<file path="config.mk">
export PLATFORM = sky130hd
export DESIGN_NAME = bcd_seq_ctrl
export DESIGN_NICKNAME = d
export VERILOG_FILES = /design/src/rtl/bcd_seq_ctrl.sv
export SDC_FILE = /design/constraint.sdc
export NUM_CORES = 1
export LEC_CHECK = 0
export ABC_AREA = 1
export ABC_CLOCK_PERIOD_IN_PS = 2600
export CAP_MARGIN = 20
export CORE_ASPECT_RATIO = 0.6
export CORE_UTILIZATION = 47
export DETAILED_ROUTE_END_ITERATION = 8
export GPL_ROUTABILITY_DRIVEN = 0
export GPL_TIMING_DRIVEN = 0
export HOLD_SLACK_MARGIN = 0.08
export PLACE_DENSITY = 0.73
export SYNTH_ARGS = -nofsm -noshare
export SYNTH_HDL_FRONTEND = slang
export SYNTH_SLANG_ARGS = --single-unit
</file>
<file path="constraint.sdc">
create_clock -name clk -period 2.6 [get_ports clk]
set_input_delay 0.39 -clock clk [delete_from_list [all_inputs] [get_ports clk]]
set_output_delay 0.39 -clock clk [all_outputs]
set_load 0.01 [all_outputs]
</file>
<file path="src/rtl/bcd_seq_ctrl.sv">
`default_nettype none
// ============================================================================
// Module   : bcd_seq_ctrl
// Purpose  : Two-requester arbiter in front of an 8-bit binary to 3-digit BCD
//            converter (double dabble, one bit per cycle). Optional macro
//            BCD_RR_EN switches tie-breaking from fixed PRIORITY to round-robin.
// Revision : 1.0 - initial release
// ============================================================================
module bcd_seq_ctrl #(
  parameter int PRIORITY = 0
) (
  input  logic       clk,
  input  logic       rst,
  input  logic       req0,
  input  logic       req1,
  input  logic [7:0] bin0,
  input  logic [7:0] bin1,
  output logic       ack0,
  output logic       ack1,
  output logic       busy,
  output logic       done,
  output logic       done_id,
  output logic [3:0] hundreds,
  output logic [3:0] tens,
  output logic [3:0] ones
);

  typedef enum logic [1:0] {
    IDLE  = 2'd0,
    SHIFT = 2'd1,
    DONE  = 2'd2
  } state_t;

  state_t      state;
  logic [7:0]  sr;
  logic [11:0] scratch;
  logic [2:0]  cnt;
  logic        grant;
  logic        pick;
  logic [11:0] adj;
  logic [19:0] shifted;

`ifdef BCD_RR_EN
  logic        last;
`endif

  function automatic logic [3:0] add3(input logic [3:0] d);
    return (d >= 4'd5) ? d + 4'd3 : d;
  endfunction

  // Winner selection; only consulted in IDLE when at least one request is up.
  always_comb begin
    pick = req1;
    if (req0 && req1) begin
`ifdef BCD_RR_EN
      pick = ~last;
`else
      pick = (PRIORITY != 0);
`endif
    end
  end

  assign adj     = {add3(scratch[11:8]), add3(scratch[7:4]), add3(scratch[3:0])};
  assign shifted = {adj, sr} << 1;

  always_ff @(posedge clk) begin
    if (rst) begin
      state    <= IDLE;
      ack0     <= 1'b0;
      ack1     <= 1'b0;
      busy     <= 1'b0;
      done     <= 1'b0;
      done_id  <= 1'b0;
      hundreds <= 4'd0;
      tens     <= 4'd0;
      ones     <= 4'd0;
      sr       <= 8'd0;
      scratch  <= 12'd0;
      cnt      <= 3'd0;
      grant    <= 1'b0;
`ifdef BCD_RR_EN
      last     <= 1'b1;
`endif
    end else begin
      ack0 <= 1'b0;
      ack1 <= 1'b0;
      done <= 1'b0;
      case (state)
        IDLE: begin
          if (req0 || req1) begin
            grant   <= pick;
            ack0    <= ~pick;
            ack1    <= pick;
            sr      <= pick ? bin1 : bin0;
            scratch <= 12'd0;
            cnt     <= 3'd0;
            busy    <= 1'b1;
            state   <= SHIFT;
`ifdef BCD_RR_EN
            last    <= pick;
`endif
          end else begin
            busy <= 1'b0;
          end
        end
        SHIFT: begin
          {scratch, sr} <= shifted;
          cnt           <= cnt + 3'd1;
          if (cnt == 3'd7) state <= DONE;
        end
        DONE: begin
          // busy stays high through the done cycle; IDLE clears it next edge.
          hundreds <= scratch[11:8];
          tens     <= scratch[7:4];
          ones     <= scratch[3:0];
          done     <= 1'b1;
          done_id  <= grant;
          state    <= IDLE;
        end
        default: state <= IDLE;
      endcase
    end
  end

endmodule
`default_nettype wire

</file>
==> reports/qor.txt <==
outcome -> finished clean
CTS resizes -> 0
Lkg Pwr -> 0.00112 uW
Post-synth EDFFs -> 0
total power -> 1260 uW
Skew-Pair Late Insertion Delay -> 0.29 ns
area fraction of the dominant cell type after synthesis -> 43.4%
ANT nets after route -> 0
GRT Residual Overflow -> 0
CTS Sinks -> 43
Post-synth top flop -> dfxtp_1
I/O pins -> 37
Critical Path RT -> 2.21 ns
# port buffers -> 36
top cells by area, synth -> dfxtp_1 43%, nand2_1 15%, nand3_1 7.3%
top-count cell post-synth -> nand2_1
final period utilization -> 60.6%
count of final setup violators -> 0
hold slack -> 0.464 ns
Iter 0 DRT Violations -> 163
FF+latch count, synth -> 43
WHS Path Cells -> 2
vias in the first global route -> 1638
synthesized instance count -> 279
reg2reg path depth -> 9
skew final -> 0.00602 ns
first-pass GRT wire length -> 7760 um
max_slew headroom -> 65.6%
CP cell instances -> clkdlybuf4s50_1
Avg Inst Size Synth -> 7.11 um^2
DIE HEIGHT -> 52.3 um
reg2reg end -> scratch[4]
VDD IR max -> 329 uV
Max Clk Rate -> 634 MHz
critical path class -> register to primary output
Via density -> 4.99
CP peak stage delay -> 0.54 ns
Worst Hold Class -> register to register
Starting Density -> 51.5%
Worst-path clk slew -> 0.08 ns
FFs w/ async S/R, synth -> 0%
nets -> 350
total vias in the final route -> 1895
drt first pass iters -> 4
die area -> 4490 um^2
pins over their slew limit -> 0
largest net degree at the start of global routing -> 14
Worst setup EP type -> primary output
# Post-CTS Setup Buffers -> 0
Finished Core Util -> 65.0%
CP max stage cell -> clkdlybuf4s50_1
H-tree Lvls -> 2
YS warnings -> 0
die width -> 85.9 um
Post-synth top cells -> 81 x nand2_1, 43 x dfxtp_1, 29 x nand3_1
total track usage -> 23.0%
DP HPWL -> 3470 um
CP bufs+invs -> 1
Remaining DRCs -> 0
sequential fraction of the synthesis area -> 43.4%
min Tclk post-route -> 1.58 ns
initial antenna violation count -> 0
CP arrival -> 1.19 ns
hold endpoint -> scratch[11]
Final WS setup -> 1.02 ns
RSZ-0062 raised after global routing -> no
power per cell area -> 503 nW/um^2
post-synth net total -> 307
Reg2Reg Setup Slack -> 1.12 ns
root buffer cell -> clkbuf_8
worst min-delay path startpoint -> scratch[11]
Max Fanout on Critical Path -> 2
max-cap viol count -> 0
WL per Instance -> 12.2 um
Worst-Margin Slew -> 0.517 ns
CTS Hold Bufs -> 0
Critical Path Source Type -> register
Core ar. -> 3850 um^2
post-synth top area cell -> dfxtp_1
TritonCTS Buffers -> 5
final WL -> 4620 um
cell family with most CP delay -> buffers and inverters
Setup TNS Final -> 0 ns
CTS tree -> built
clk buf depth -> 2
Hold Vio Cnt, Final -> 0
worst r2r src -> scratch[0]
ant diodes -> 0
post-place setup slack -> 0.850 ns
synthesized cell area -> 1980 um^2
fraction of layout cells with a size suffix above 1 -> 6.81%
P&R area growth vs syn -> 26.0%
FP Rows -> 17
filler cell count -> 349
Netlist cell types -> 22
stage by stage:
stage                     instance area, um^2  instances
after global placement                   2420        372
after detailed placement                 2420        372
after CTS                                2500        380
after global routing                     2500        380
final                                    2500        380
after floorplan                          1980        279
metal layers:
| layer | wire, um | share of wire, % | track usage, % | vias up |
|---|---|---|---|---|
| li1 | - | - | - | 992 |
| met1 | 2560 | 55 | 34.9 | 824 |
| met2 | 1690 | 37 | 30.8 | 74 |
| met3 | 323 | 7.0 | 5.35 | 5 |
| met4 | 45 | 0.97 | 8.89 | 0 |
| met5 | 0 | 0 | 0 | - |
registers in the layout (all words and copies together), names as in the netlist, 2 cells and up:
| signal | count |
|---|---|
| scratch | 12 |
| sr | 8 |
| hundreds | 4 |
| ones | 4 |
| tens | 4 |
| cnt | 3 |
| state | 2 |
worst register-to-register path, cell delays in order, from the launching register on:
cell,delay (ns)
dfxtp_1,0.43
inv_1,0.13
ha_1,0.24
inv_1,0.06
nand2_1,0.10
nand3_1,0.17
nand2_1,0.07
nor2_1,0.10
nor2_1,0.04
nor2_1,0.08
report_power, final:
part	internal (uW)	switching [uW]	leakage, uW
sequential	678	11.5	0.000349
combinational	68.0	90.4	0.000725
clock	188	223	0.0000412
cells by family (layout without fill, tap and decap cells):
logic type	after synthesis	in the layout	synth area share, %
simple gates	138	138	29.8
buf+inv	41	85	8.70
compound gates	49	49	13.1
flops	43	43	43.4
fa+ha+maj	8	8	5.04
how the worst max path moves through the flow:
| stage | to | cells after the start | startpoint |
|---|---|---|---|
| after floorplan | scratch[4] | 9 | scratch[0] |
| after global placement | sr[7] | 10 | req0 |
| final | ones[3] | 1 | ones[3] |
| after detailed placement | sr[7] | 10 | req0 |
| after global routing | ones[3] | 1 | ones[3] |
| after CTS | ones[3] | 1 | ones[3] |
cells in the final DEF, fill, tap and decap left out, types with 6 or more instances in the layout:
| cell | Yosys | layout |
|---|---|---|
| nand2_1 | 81 | 81 |
| ha_1 | 8 | 8 |
| nand3_1 | 29 | 29 |
| a21oi_1 | 27 | 27 |
| nor2_1 | 16 | 16 |
| o21ai_0 | 20 | 20 |
| inv_1 | 27 | 27 |
| nand4_1 | 6 | 6 |
| dfxtp_1 | 43 | 43 |
| clkdlybuf4s50_1 | 0 | 36 |
cell type report:
class                   count  area, um^2  area share, %
inverters                  31         119           4.75
flip-flops and latches     43         861           34.4
multi-input cells         195         951           38.0
repair buffers             36         360           14.4
clock buffers               6        72.6           2.90
plain buffers              10        53.8           2.15
well taps                  57        71.3           2.85
clock inverters             2        12.5          0.500
(Power assumes the default switching activity.)
